===== config.mk =====
export PLATFORM = sky130hd
export DESIGN_NAME = cla_seq_adder
export DESIGN_NICKNAME = d
export VERILOG_FILES = /design/src/rtl/cla_seq_adder.sv
export SDC_FILE = /design/constraint.sdc
export NUM_CORES = 1
export LEC_CHECK = 0
export BUFFER_PORTS_ARGS = -buffer_cell sky130_fd_sc_hd__buf_4
export CORE_UTILIZATION = 55
export CTS_CLUSTER_DIAMETER = 200
export DETAILED_ROUTE_END_ITERATION = 8
export HOLD_SLACK_MARGIN = 0.02
export PLACE_DENSITY = 0.76
export RECOVER_POWER = 25
export SYNTH_ARGS = -nofsm -noshare
export SYNTH_HDL_FRONTEND = slang
export SYNTH_SLANG_ARGS = --single-unit

===== constraint.sdc =====
create_clock -name clk -period 5.3 [get_ports clk]
set_input_delay 0 -clock clk [delete_from_list [all_inputs] [get_ports clk]]
set_output_delay 0 -clock clk [all_outputs]
set_load 0.02 [all_outputs]

===== src/rtl/cla_seq_adder.sv =====
// -----------------------------------------------------------------------------
// cla_seq_adder
//    Sequential carry-lookahead adder. A request latches both operands and the
//    carry-in, then one GROUP-bit slice is added per clock. Inside a slice, all
//    carries come from flattened lookahead terms. Between slices, the carry
//    ripples through a register. When the last slice is done, the word result
//    and the block generate/propagate are registered. done then pulses for one
//    cycle.
//
// Parameters
//    WIDTH  operand/sum width (must be a multiple of GROUP)
//    GROUP  lookahead group width, NG = WIDTH/GROUP slices
//
// Ports
//    clk    rising-edge clock
//    rst_n  asynchronous active-low reset
//    start  request, accepted in IDLE or DONE
//    a, b   operands, WIDTH bits
//    cin    carry-in
//    busy   high while a slice is being processed (CALC)
//    done   one-cycle completion pulse
//    sum    registered (a+b+cin) mod 2^WIDTH
//    cout   registered carry-out
//    g_all  registered block generate of the whole word
//    p_all  registered block propagate of the whole word
//    ovf    registered signed overflow, present only when CLA_OVF_EN is defined
//
// Build option
//    CLA_OVF_EN  adds the ovf output and its logic
// -----------------------------------------------------------------------------
module cla_seq_adder #(
   parameter int WIDTH = 16,
   parameter int GROUP = 4
) (
   input  logic             clk,
   input  logic             rst_n,
   input  logic             start,
   input  logic [WIDTH-1:0] a,
   input  logic [WIDTH-1:0] b,
   input  logic             cin,
   output logic             busy,
   output logic             done,
   output logic [WIDTH-1:0] sum,
   output logic             cout,
   output logic             g_all,
   output logic             p_all
`ifdef CLA_OVF_EN
   ,
   output logic             ovf
`endif
);

   localparam int NG = (GROUP > 0) ? (WIDTH / GROUP) : 1;
   localparam int IW = (NG > 1) ? $clog2(NG) : 1;
   localparam logic [IW-1:0] LAST_IDX = IW'(NG - 1);
   localparam logic [WIDTH-1:0] SLICE_MASK = WIDTH'({GROUP{1'b1}});

   generate
      if (GROUP < 1) begin : g_bad_group
         $error("cla_seq_adder: GROUP must be at least 1");
      end else if ((WIDTH % GROUP) != 0) begin : g_bad_width
         $error("cla_seq_adder: WIDTH must be a multiple of GROUP");
      end
   endgenerate

   typedef enum logic [1:0] {
      ST_IDLE = 2'd0,
      ST_CALC = 2'd1,
      ST_DONE = 2'd2
   } state_t;

   state_t            state_r;
   state_t            state_nx_s;
   logic              load_s;

   logic [WIDTH-1:0]  a_r;
   logic [WIDTH-1:0]  b_r;
   logic              cin_r;
   logic              carry_r;
   logic [IW-1:0]     grp_idx_r;
   logic [WIDTH-1:0]  sum_acc_r;
   logic              g_acc_r;
   logic              p_acc_r;

   logic [31:0]       shamt_s;
   logic [GROUP-1:0]  slice_a_s;
   logic [GROUP-1:0]  slice_b_s;
   logic [GROUP-1:0]  g_s;
   logic [GROUP-1:0]  p_s;
   logic [GROUP:0]    c_s;
   logic [GROUP-1:0]  slice_sum_s;
   logic              grp_g_s;
   logic              grp_p_s;
   logic [WIDTH-1:0]  sum_acc_nx_s;
   logic              g_acc_nx_s;
   logic              p_acc_nx_s;
   logic              pp_s;
   logic              cv_s;

   // State register.
   always_ff @(posedge clk or negedge rst_n) begin
      if (!rst_n) begin
         state_r <= ST_IDLE;
      end else begin
         state_r <= state_nx_s;
      end
   end

   // Next-state logic and operand-load decision.
   always_comb begin
      state_nx_s = state_r;
      load_s     = 1'b0;
      case (state_r)
         ST_IDLE: begin
            if (start) begin
               state_nx_s = ST_CALC;
               load_s     = 1'b1;
            end else begin
               state_nx_s = ST_IDLE;
            end
         end
         ST_CALC: begin
            // start is deliberately not looked at here
            if (grp_idx_r == LAST_IDX) begin
               state_nx_s = ST_DONE;
            end else begin
               state_nx_s = ST_CALC;
            end
         end
         ST_DONE: begin
            if (start) begin
               state_nx_s = ST_CALC;
               load_s     = 1'b1;
            end else begin
               state_nx_s = ST_IDLE;
            end
         end
         default: begin
            state_nx_s = ST_IDLE;
         end
      endcase
   end

   // Slice datapath: select the indexed slice and compute lookahead carries.
   always_comb begin
      shamt_s   = 32'(grp_idx_r) * 32'(GROUP);
      slice_a_s = GROUP'(a_r >> shamt_s);
      slice_b_s = GROUP'(b_r >> shamt_s);
      g_s       = slice_a_s & slice_b_s;
      p_s       = slice_a_s ^ slice_b_s;
      pp_s      = 1'b0;
      cv_s      = 1'b0;
      c_s       = '0;
      c_s[0]    = carry_r;
      // c[i+1] = p[i..0]&c0 | sum over j of g[j]&p[i..j+1], fully expanded
      for (int i = 0; i < GROUP; i++) begin
         cv_s = carry_r;
         for (int j = 0; j <= i; j++) begin
            cv_s = cv_s & p_s[j];
         end
         for (int j = 0; j <= i; j++) begin
            pp_s = g_s[j];
            for (int k = j + 1; k <= i; k++) begin
               pp_s = pp_s & p_s[k];
            end
            cv_s = cv_s | pp_s;
         end
         c_s[i+1] = cv_s;
      end
      // Group generate: the same expansion without the incoming carry
      grp_g_s = 1'b0;
      for (int j = 0; j < GROUP; j++) begin
         pp_s = g_s[j];
         for (int k = j + 1; k < GROUP; k++) begin
            pp_s = pp_s & p_s[k];
         end
         grp_g_s = grp_g_s | pp_s;
      end
      grp_p_s      = &p_s;
      slice_sum_s  = p_s ^ c_s[GROUP-1:0];
      sum_acc_nx_s = (sum_acc_r & ~(SLICE_MASK << shamt_s))
                   | (WIDTH'(slice_sum_s) << shamt_s);
      // Fold this slice (higher order) over the groups already processed
      g_acc_nx_s   = grp_g_s | (grp_p_s & g_acc_r);
      p_acc_nx_s   = grp_p_s & p_acc_r;
   end

   // Operand latch, slice accumulation, and registered outputs.
   always_ff @(posedge clk or negedge rst_n) begin
      if (!rst_n) begin
         a_r       <= '0;
         b_r       <= '0;
         cin_r     <= 1'b0;
         carry_r   <= 1'b0;
         grp_idx_r <= '0;
         sum_acc_r <= '0;
         g_acc_r   <= 1'b0;
         p_acc_r   <= 1'b0;
         busy      <= 1'b0;
         done      <= 1'b0;
         sum       <= '0;
         cout      <= 1'b0;
         g_all     <= 1'b0;
         p_all     <= 1'b0;
`ifdef CLA_OVF_EN
         ovf       <= 1'b0;
`endif
      end else begin
         busy <= (state_nx_s == ST_CALC);
         done <= (state_nx_s == ST_DONE);
         if (load_s) begin
            a_r       <= a;
            b_r       <= b;
            cin_r     <= cin;
            carry_r   <= cin;
            grp_idx_r <= '0;
            sum_acc_r <= '0;
            g_acc_r   <= 1'b0;
            p_acc_r   <= 1'b1;
         end else if (state_r == ST_CALC) begin
            carry_r   <= c_s[GROUP];
            sum_acc_r <= sum_acc_nx_s;
            g_acc_r   <= g_acc_nx_s;
            p_acc_r   <= p_acc_nx_s;
            if (grp_idx_r == LAST_IDX) begin
               grp_idx_r <= '0;
               sum       <= sum_acc_nx_s;
               g_all     <= g_acc_nx_s;
               p_all     <= p_acc_nx_s;
               cout      <= g_acc_nx_s | (p_acc_nx_s & cin_r);
`ifdef CLA_OVF_EN
               ovf       <= (a_r[WIDTH-1] == b_r[WIDTH-1])
                          & (sum_acc_nx_s[WIDTH-1] != a_r[WIDTH-1]);
`endif
            end else begin
               grp_idx_r <= grp_idx_r + IW'(1);
            end
         end else begin
            grp_idx_r <= grp_idx_r;
         end
      end
   end

endmodule


==> results of run 1 <==
==> layout make-up <==
| cell class | count | area share |
|---|---|---|
| clock inverters | 2 | 0.002840 |
| clock buffers | 14 | 0.03692 |
| inverters | 8 | 0.006816 |
| multi-input cells | 246 | 0.3587 |
| repair buffers | 92 | 0.1582 |
| flip-flops and latches | 73 | 0.4147 |
| well taps | 77 | 0.02187 |
==> worst register-to-register path, stage by stage, from the launching register on <==
cell	delay (ns)
dfrtp_1	0.98
mux4_2	0.65
ha_1	0.33
ha_1	0.24
o211ai_4	0.28
a21boi_2	0.15
o41ai_1	0.39
==> registers in the layout, indices dropped and copies added, names as in the netlist, 2 cells and up <==
signal	count
grp_idx_r	2
sum_acc_r	12
a_r	16
state_r	2
b_r	16
sum	16
==> through the flow <==
stage / total power, W / setup WS (ns) / util
2_1_floorplan: 0.002216 / 2.721 / -
3_3_place_gp: 0.002557 / 2.298 / 0.6286
3_5_place_dp: 0.002607 / 2.175 / 0.6286
4_1_cts: 0.003023 / 2.155 / 0.7103
5_1_grt: 0.003211 / 1.890 / 0.6978
6_report: 0.002960 / 2.170 / 0.6978
==> where the power goes <==
| group | internal (W) | total (W) | switching [W] |
|---|---|---|---|
| Clock | 0.000195 | 0.000393 | 0.000197 |
| Sequential | 0.000807 | 0.000997 | 0.000190 |
| Combinational | 0.000625 | 0.00157 | 0.000946 |
==> cell families (layout without fill, tap and decap cells) <==
logic type                 Yosys count  in the layout
AOI/OAI and AO/OA                   54             54
xor gates and xnor gates             1              1
adders and majority gates           10             10
buffers and inverters               30            116
DFF                                 73             73
muxes                               19             19
and+or+nand+nor                    162            162
==> cells in the final DEF (no fill, tap or decap), types with 2 or more instances in the layout <==
cell | netlist | routed
dlygate4sd3_1 | 0 | 34
o41ai_1 | 3 | 3
o211a_1 | 2 | 2
buf_4 | 3 | 37
o21ai_0 | 7 | 7
nor3_1 | 2 | 2
nor2_1 | 16 | 16
a221oi_1 | 7 | 7
nand2_1 | 114 | 114
o21a_1 | 2 | 2
a22o_1 | 9 | 9
nand2b_1 | 4 | 4
and3b_1 | 2 | 2
nand3_1 | 6 | 6
mux4_2 | 8 | 8
o31ai_1 | 6 | 6
inv_1 | 7 | 7
a21oi_1 | 2 | 2
clkbuf_8 | 0 | 11
ha_1 | 9 | 9
dfrtp_1 | 73 | 73
nor2b_1 | 10 | 9
mux2i_1 | 10 | 10
a2111o_1 | 2 | 2
o211ai_1 | 5 | 5
nand4_1 | 3 | 3
clkbuf_1 | 6 | 24
==> how the worst max path moves through the flow <==
stage | start | end | slack, ns
after floorplan | grp_idx_r[0] | sum_acc_r[7] | 2.72
after global placement | grp_idx_r[0] | sum[15] | 2.30
after detailed placement | grp_idx_r[0] | sum_acc_r[7] | 2.18
after CTS | grp_idx_r[0] | sum_acc_r[7] | 2.15
after global routing | grp_idx_r[0] | sum[15] | 1.89
final | grp_idx_r[0] | sum[15] | 2.17
==> metal layers <==
layer	track usage	vias up	wire length (um)
met3	0.04066	19	249
met1	0.3568	1396	3635
met5	0	-	0
met2	0.4311	71	3864
met4	0.1397	0	255
li1	-	1369	-
==> repair_timing <==
action	4_1_cts	5_1_grt
endpoints found under the hold margin	106	0
hold buffers	34	0
setup buffers	0	0
==> results.md, run 1 <==
- Status: finished, final reports clean
- IO buf count: between 50 and 60
- Main area contributors after synthesis: dfrtp_1 (51%), nand2_1 (12%), mux4_2 (5.0%)
- Max_slew headroom: 0.3609
- GRT overflow: 0
- Clock slew at reported path FFs: approximately 0.070 ns
- Setup TNS: 0 ns
- GPL Wtd Cong: 0.8235
- Post-route cell area: approximately 4400 um2
- Post-cts resize count: 0
- CTS tree: built
- Async SR Flop Fraction: 1.000
- Die W: ~83 um
- Mapped Nets: 395
- Most Frequent Cell on Critical Path: ha_1
- Max Clk Rate: 0.3194 GHz
- # diodes: 0
- Sink Count: 73
- Post-synth EDFFs: 0
- Fin crit share: 0.5906
- DRC violations left: 0
- Seq/Total Area, Yosys: 0.5100
- Top cells by count, synth: nand2_1 (114), dfrtp_1 (73), nor2_1 (16), mux2i_1 (10), nor2b_1 (10)
- CTS Buffer Depth: 2
- CTS HTree Levels: 3
- Worst IR drop on VDD: between 0.0004 and 0.0005 V
- Post-DP HPWL: 5190 um
- Final hold viol count: 0
- Synth-to-Final Area Change: 22.98%
- FF-to-FF End: sum[15]
- Largest family of logic cells by synthesized area: simple AND/OR/NAND/NOR gates
- Worst setup skew after layout: between 0.006 and 0.007 ns
- Post-Syn Area: ~3600 um2
- Vias in the first global route: 2774
- CTS buffer count: 9
- Final number of max-transition violations: 0
- DP Area: 3969 um2
- Power density over the cells: about 670 nW/um2
- CP Capture Type: register
- Min-delay src: start
- Final setup fails: 0
- Yosys Warn Count: 0
- Non-filler cells, final: 512
- Req. time, crit path: about 5.5 ns
- Initial antenna violation count: 0
- Yosys cell types: between 40 and 50
- Synth Area in Compound Gates: 0.1250
- Adder-cell share of the synthesized area: 0.03702
- Setup CP Type: reg -> reg
- Worst Reg-to-Reg Cells: 6
- Post-synthesis mux area share: 0.08138
- Largest net degree at the start of global routing: between 70 and 80
- Tmin final: ~3.1 ns
- CP max FO: 25
- Hold path depth: 4
- Cells after synthesis: ~350
- Clock Latency Late Sink: ~0.35 ns
- Die span in y: between 80 and 90 um
- Crit-path max cell delay: 0.98 ns
- Cell family with most CP delay: flip-flops
- Static leakage: roughly 2.1 nW
- Initial core utilization: 0.5674
- Smallest hold slack: ~0.11 ns
- Startpoint Class: register
- Die area: slightly below 7000 um2
- Post-Syn Area per Cell: 10.26 um2
- Buf/Inv on CP: 0
- Gr usage total: 0.2702
- Vias per cell: around 5.6
- WP data arrival: ~3.4 ns
- #FFs+latches synth: 73
- DP Cell Count: 462
- Share of the synthesized area in the top cell type: 0.5100
- Worst-path cell chain: mux4_2, ha_1, ha_1, o211ai_4, a21boi_2, o41ai_1
- Top Ports: 57
- Core Box Area: roughly 6300 um2
- Post-route ant nets: 0
- Iter 0 DRT Violations: approximately 130
- Filler instances: 513
- Hold Path Class: in -> reg
- CP max-delay cell: dfrtp_1
- Post-synthesis xor/xnor area fraction: 0.002445
- WP depth: 6
- Worst R2R Start: grp_idx_r[0]
- Multi-input gate area: about 1600 um2
- Worst reg2reg setup slack: 2.17 ns
- WL/cell: 15.63 um
- Layout cells sized above 1: 0.1563
- Worst slew pin tran: between 0.9 and 1 ns
- Primary FF master, synth: dfrtp_1
- RSZ-0062 raised after global routing: no
- Dominant cell by count in the synthesized netlist: nand2_1
- Root buf cell: clkbuf_8
- DR vias: about 2900
- Hold EP: sum_acc_r[3]
- Row Count: 29
- NumNets Final: 476
- Pre-Repair DR Iteration Count: 4
- First-pass GRT wire length: 13300 um
- Register area: about 1800 um2
- Routed WL: between 8000 and 9000 um
- Synth area leader: dfrtp_1
- Post-synthesis simple-gate area fraction: 0.1946
- Max-Cap Viols: 0
No activity file was read; power rests on OpenSTA's default activity.
==> run 2: changes to the inputs <==
Settings changed: CORE_UTILIZATION 55 to 51, PLACE_DENSITY 0.76 to 0.74.
Clock period 5.3 ns to 2.85 ns, I/O delays scaled along.
==> results.md, run 2 (same netlist as run 1, synthesis figures left out) <==
- Most Frequent Cell on Critical Path: ha_1 (unchanged)
- Clock slew at reported path FFs: 0.08 ns (was 0.07 ns)
- Tmin final: 2.565 ns (was 3.130 ns)
- Fin crit share: 0.9001 (was 0.5906)
- Switching share of power: 0.4453 (was 0.4503)
- GRT overflow: 0 (unchanged)
- Req. time, crit path: 3.05 ns (was 5.53 ns)
- Internal: 0.003194 W (was 0.001627 W)
- Clock Latency Late Sink: 0.34 ns (was 0.35 ns)
- Final number of max-transition violations: 74 (was 0)
- Post-DP HPWL: 5487 um (was 5190 um)
- Post-CTS Setup Inserts: 0 (unchanged)
- Worst-path cell chain: mux4_2, ha_1, ha_1, o21a_1, o211ai_1, o21ai_0 (was mux4_2, ha_1, ha_1, o211ai_4, a21boi_2, o41ai_1)
- Setup CP Type: reg -> reg (unchanged)
- WL/cell: 15.24 um (was 15.63 um)
- Worst setup skew after layout: 0.008111 ns (was 0.006013 ns)
- Violated checks: capacitance limit, slew limit
- Routed WL: 8215 um (was 8003 um)
- Most common cell after layout, fill and taps aside: nand2_1 (unchanged)
- Worst IR drop on VDD: 0.0006666 V (was 0.0004103 V)
- # diodes: 0 (unchanged)
- Setup TNS: 0 ns (unchanged)
- Gate power share: 0.547 (was 0.531)
- Final hold viol count: 0 (unchanged)
- Root buf cell: clkbuf_8 (unchanged)
- DR vias: 2837 (was 2855)
- Post-route ant nets: 0 (unchanged)
- CTS buffer count: 9 (unchanged)
- Clk pwr share: 0.136 (was 0.133)
- First-pass GRT wire length: 13790 um (was 13300 um)
- Filler instances: 548 (was 513)
- Crit-path max cell delay: 0.59 ns (was 0.98 ns)
- Max-Cap Viols: 1 (was 0)
- WP data arrival: 2.77 ns (was 3.36 ns)
- Core Box Area: 6794 um2 (was 6314 um2)
- CP max FO: 11 (was 25)
- Sw Pwr: 0.002563 W (was 0.001333 W)
- Sink Count: 73 (unchanged)
- CP max-delay cell: mux4_2 (was dfrtp_1)
- CTS tree: built (unchanged)
- Cell family with most CP delay: compound AO/OA/AOI/OAI gates (was flip-flops)
- Pre-CTS setup slack: 0.1025 ns (was 2.175 ns)
- Startpoint Class: register (unchanged)
- CP Capture Type: register (unchanged)
- Layout cells sized above 1: 0.1761 (was 0.1563)
- Buf/Inv on CP: 0 (unchanged)
- Die W: 85.81 um (was 82.71 um)
- Multi-input gate area: 1580 um2 (unchanged)
- NumNets Final: 484 (was 476)
- Static leakage: 2.161 nW (was 2.118 nW)
- Reg power frac: 0.317 (was 0.337)
- GPL Wtd Cong: 0.9145 (was 0.8235)
- Gr usage total: 0.2449 (was 0.2702)
- Status: finished, violations left (was finished, final reports clean)
- CTS HTree Levels: 3 (unchanged)
- Top Registers: a_r (16), b_r (16), sum (16) (unchanged)
- DP Cell Count: 489 (was 462)
- Die area: 7363 um2 (was 6840 um2)
- Max_slew headroom: -0.1792 (was 0.3609)
- Vias in the first global route: 2873 (was 2774)
- IO buf count: 56 (unchanged)
- Pre-Repair DR Iteration Count: 4 (unchanged)
- Non-filler cells, final: 539 (was 512)
- Vias per cell: 5.263 (was 5.576)
- Max Clk Rate: 0.3898 GHz (was 0.3194 GHz)
- Die span in y: 85.81 um (was 82.71 um)
- Initial core utilization: 0.5273 (was 0.5674)
- DRC violations left: 0 (unchanged)
- Largest net degree at the start of global routing: 74 (unchanged)
- Initial antenna violation count: 0 (unchanged)
- Final Core Density: 0.6624 (was 0.6978)
- Slack of the critical path: 0.2846 ns (was 2.170 ns)
- Hold Path Class: in -> reg (unchanged)
- Worst slew pin tran: 1.769 ns (was 0.9587 ns)
- RSZ-0062 raised after global routing: no (unchanged)
- Most frequent cells in the layout: nand2_1 (114), dfrtp_1 (72), buf_4 (44) (was nand2_1 (114), dfrtp_1 (73), buf_4 (37))
- Iter 0 DRT Violations: 179 (was 133)
- Design Power: 0.005757 W (was 0.002960 W)
- Power density over the cells: 1279 nW/um2 (was 671.9 nW/um2)
- Row Count: 30 (was 29)
- CTS Buffer Depth: 2 (unchanged)
- Register area: 1828 um2 (was 1827 um2)
- Top Ports: 57 (unchanged)
- Final setup fails: 0 (unchanged)
- Synth-to-Final Area Change: 25.64% (was 22.98%)
## run 2: tightest hold or removal path: cells and delay by family
kind,cells,cell delay [ns]
AO/OA/AOI/OAI,2,0.23
buffers and inverters,1,0.09
multiplexers,1,0.14
## run 2: final timing paths
kind,slack (ns),endpoint,start,depth (start not counted)
max,0.28,sum[2],grp_idx_r[0],6
min,0.16,carry_r,start,4
max reg2reg,0.28,sum[2],grp_idx_r[0],6
min reg2reg,0.47,p_all,p_all,2
max in group asynchronous,1.00,grp_idx_r[0],rst_n,2
min in group asynchronous,0.66,done,rst_n,2
## run 2: stage by stage
step / hold slack (ns) / area (um2)
global placement: 0.1818 / 4053
global route: 0.1723 / 4501
floorplan: -0.2956 / 3582
CTS: 0.1444 / 4581
detailed placement: 0.1832 / 4053
finish: 0.1567 / 4501
## run 2: cell type report
| class | count | share of cell area |
|---|---|---|
| multi-input cells | 246 | 0.3511 |
| repair buffers | 100 | 0.1676 |
| flip-flops and latches | 73 | 0.4062 |
| clock buffers | 11 | 0.02919 |
| clock inverters | 5 | 0.01251 |
| well taps | 96 | 0.02669 |
| inverters | 8 | 0.006672 |
## run 2: metal layers
| metal | track usage | vias up | share of wire | wire length, um |
|---|---|---|---|---|
| met3 | 0.04042 | 16 | 0.050 | 408 |
| met4 | 0.1000 | 0 | 0.023 | 186 |
| met2 | 0.4073 | 92 | 0.50 | 4070 |
| li1 | - | 1377 | - | - |
| met5 | 0 | - | 0 | 0 |
| met1 | 0.3220 | 1352 | 0.43 | 3550 |
## run 2: repair_timing
| item | in CTS | in global routing |
|---|---|---|
| resized for setup | 0 | 1 |
| hold buffers | 34 | 0 |
| setup endpoints to repair | 0 | 9 |
| endpoints found under the hold margin | 106 | 0 |
## run 2: power by group through the flow
stage          Combinational [W]  Sequential [W]  Clock (W)
6_report                 0.00315         0.00183   0.000784
5_1_grt                  0.00344         0.00188   0.000840
4_1_cts                  0.00324         0.00183   0.000796
3_5_place_dp             0.00319         0.00185          0
3_3_place_gp             0.00310         0.00183          0
2_1_floorplan            0.00226         0.00186          0
==> run 3: changes to the inputs <==
Settings changed: ABC_AREA set to 1, CORE_UTILIZATION 51 to 50, PLACE_DENSITY 0.74 to 0.73.
==> results.md, run 3 <==
- Filler instances: 541 (was 548)
- Post-synth EDFFs: 0 (unchanged)
- CTS buffer count: 9 (unchanged)
- RSZ-0062 raised after global routing: no (unchanged)
- Worst reg2reg setup slack: 0.37 ns (was 0.28 ns)
- Setup CP Type: reg -> reg (unchanged)
- Mapped Nets: 455 (was 395)
- Max Clk Rate: 0.4025 GHz (was 0.3898 GHz)
- Most frequent cells in the layout: nand2_1 (185), dfrtp_1 (73), buf_4 (40) (was nand2_1 (114), dfrtp_1 (72), buf_4 (44))
- Gr usage total: 0.2391 (was 0.2449)
- Yosys cell types: 25 (was 45)
- Max_slew headroom: -0.1517 (was -0.1792)
- Die W: 84.06 um (was 85.81 um)
- Pre-Repair DR Iteration Count: 6 (was 4)
- Share of the synthesized area in the top cell type: 0.5425 (was 0.5100)
- Setup TNS: 0 ns (unchanged)
- Top Registers: a_r (16), b_r (16), sum (16) (unchanged)
- Post-DP HPWL: 4871 um (was 5487 um)
- Power density over the cells: 1222 nW/um2 (was 1279 nW/um2)
- Synth area leader: dfrtp_1 (unchanged)
- Sink Count: 73 (unchanged)
- WP data arrival: 2.72 ns (was 2.77 ns)
- Smallest hold slack: 0.1761 ns (was 0.1567 ns)
- Hold EP: busy (was carry_r)
- Status: finished, violations left (unchanged)
- Worst IR drop on VDD: 0.0005998 V (was 0.0006666 V)
- Tmin final: 2.484 ns (was 2.565 ns)
- Vias in the first global route: 2884 (was 2873)
- Layout cells sized above 1: 0.1383 (was 0.1761)
- Main area contributors after synthesis: dfrtp_1 (54%), nand2_1 (21%), ha_1 (3.3%) (was dfrtp_1 (51%), nand2_1 (12%), mux4_2 (5.0%))
- Post-CTS Setup Inserts: 0 (unchanged)
- Fin crit share: 0.8717 (was 0.9001)
- Iter 0 DRT Violations: 181 (was 179)
- CTS tree: built (unchanged)
- Multi-input gate area: 1350 um2 (was 1580 um2)
- Initial antenna violation count: 0 (unchanged)
- Seq/Total Area, Yosys: 0.5425 (was 0.5100)
- First-pass GRT wire length: 13010 um (was 13790 um)
- Worst Reg-to-Reg Cells: 13 (was 6)
- Post-Syn Area per Cell: 8.232 um2 (was 10.26 um2)
- Initial core utilization: 0.5243 (was 0.5273)
- CTS Buffer Depth: 2 (unchanged)
- Largest net degree at the start of global routing: 74 (unchanged)
- CTS HTree Levels: 3 (unchanged)
- # diodes: 0 (unchanged)
- Final setup fails: 0 (unchanged)
- Hold Path Class: in -> reg (unchanged)
- Worst setup skew after layout: 0.008736 ns (was 0.008111 ns)
- Top cells by count, synth: nand2_1 (185), dfrtp_1 (73), nor2_1 (21), inv_1 (20), o21ai_0 (20) (was nand2_1 (114), dfrtp_1 (73), nor2_1 (16), mux2i_1 (10), nor2b_1 (10))
- Worst slew pin tran: 1.728 ns (was 1.769 ns)
- Die span in y: 84.06 um (was 85.81 um)
- CP Capture Type: register (unchanged)
- Vias per cell: 5.059 (was 5.263)
- Die area: 7066 um2 (was 7363 um2)
- GPL Wtd Cong: 0.8893 (was 0.9145)
- FF-to-FF End: sum[3] (was sum[2])
- Min-delay src: start (unchanged)
- Req. time, crit path: 3.09 ns (was 3.05 ns)
- WL/cell: 13.27 um (was 15.24 um)
- Violated checks: DRC, capacitance limit, slew limit (was capacitance limit, slew limit)
- Design Power: 0.005204 W (was 0.005757 W)
- #FFs+latches synth: 73 (unchanged)
- Dominant cell by count in the synthesized netlist: nand2_1 (unchanged)
- Cells after synthesis: 409 (was 349)
- Async SR Flop Fraction: 1.000 (unchanged)
- Static leakage: 2.200 nW (was 2.161 nW)
- Clock slew at reported path FFs: 0.07 ns (was 0.08 ns)
- Yosys Warn Count: 0 (unchanged)
- Post-route ant nets: 0 (unchanged)
- Hold path depth: 4 (unchanged)
- Startpoint Class: register (unchanged)
- Worst R2R Start: grp_idx_r[1] (was grp_idx_r[0])
- Primary FF master, synth: dfrtp_1 (unchanged)
- Synth-to-Final Area Change: 26.46% (was 25.64%)
- Clock Latency Late Sink: 0.35 ns (was 0.34 ns)
- Post-Syn Area: 3367 um2 (was 3582 um2)
- Final number of max-transition violations: 74 (unchanged)
- Final hold viol count: 0 (unchanged)
- Row Count: 29 (was 30)
- Top Ports: 57 (unchanged)
- CP max FO: 12 (was 11)
- Core Box Area: 6422 um2 (was 6794 um2)
- Register area: 1827 um2 (was 1828 um2)
- DR vias: 2914 (was 2837)
- Routed WL: 7643 um (was 8215 um)
- GRT overflow: 0 (unchanged)
- Root buf cell: clkbuf_8 (unchanged)
- DRC violations left: 8 (was 0)
- NumNets Final: 542 (was 484)
- IO buf count: 56 (unchanged)
- Max-Cap Viols: 1 (unchanged)
- Most common cell after layout, fill and taps aside: nand2_1 (unchanged)
==> run 3: power by group <==
group | switching, W | internal, W
Sequential | 0.000256 | 0.00149
Clock | 0.000355 | 0.000356
Combinational | 0.00177 | 0.000972
==> run 3: timing repair <==
action	in CTS	in global routing
hold endpoints to repair	107	0
gates resized for setup	0	0
hold buffers	34	0
endpoints found under the setup margin	0	0
==> run 3: worst max path at each step <==
stage / start / endpoint / slack [ns] / cells past startpoint
after floorplan: grp_idx_r[1] / sum[11] / 0.54 / 15
after global placement: grp_idx_r[0] / sum[3] / 0.54 / 13
after detailed placement: grp_idx_r[1] / sum[3] / 0.41 / 13
after CTS: grp_idx_r[1] / sum[3] / 0.36 / 13
after global routing: grp_idx_r[1] / sum_acc_r[7] / 0.08 / 13
final: grp_idx_r[1] / sum[3] / 0.37 / 13
==> run 3: stage by stage <==
stage          instances  utilization  setup WS [ns]  instance area (um2)
6_report             576       0.6630         0.3658                 4258
5_1_grt              576       0.6630        0.07537                 4258
4_1_cts              576       0.6756         0.3590                 4339
3_5_place_dp         528       0.5973         0.4119                 3836
3_3_place_gp         528       0.5973         0.5356                 3836
2_1_floorplan        409            -         0.5410                 3367
==> run 3: logic make-up (layout without fill, tap and decap cells) <==
kind of cell | Yosys count | in the layout | synth area share
and+or+nand+nor | 222 | 222 | 0.2586
xor gates and xnor gates | 1 | 1 | 0.004832
AOI/OAI and AO/OA | 57 | 57 | 0.09811
adders and majority gates | 10 | 10 | 0.03939
DFF | 73 | 73 | 0.5425
buffers and inverters | 46 | 136 | 0.05648
==> run 3: routing by layer <==
metal	wire length, um	GRT usage
met5	0	0
met4	127	0.06740
met3	352	0.06528
met2	3798	0.4001
met1	3365	0.3056
==> run 3: worst max-delay path: stages, from the launching register on <==
cell and delay (ns):
dfrtp_1 0.52, inv_2 0.24, o21ai_0 0.13, o22ai_1 0.25, ha_1 0.30, ha_1 0.18
nand2_1 0.07, nand3_2 0.09, nand2_1 0.09, nand3_1 0.16, nand4_1 0.15, nand2_1 0.08
nand2_1 0.07, nand2_1 0.05
==> run 3: area by class of cell <==
type | count | area share
timing repair buffer | 96 | 0.1701
multi-input combinational | 290 | 0.3171
sequential | 73 | 0.4290
inverter | 26 | 0.02292
tap | 77 | 0.02263
clock buffer | 14 | 0.03820
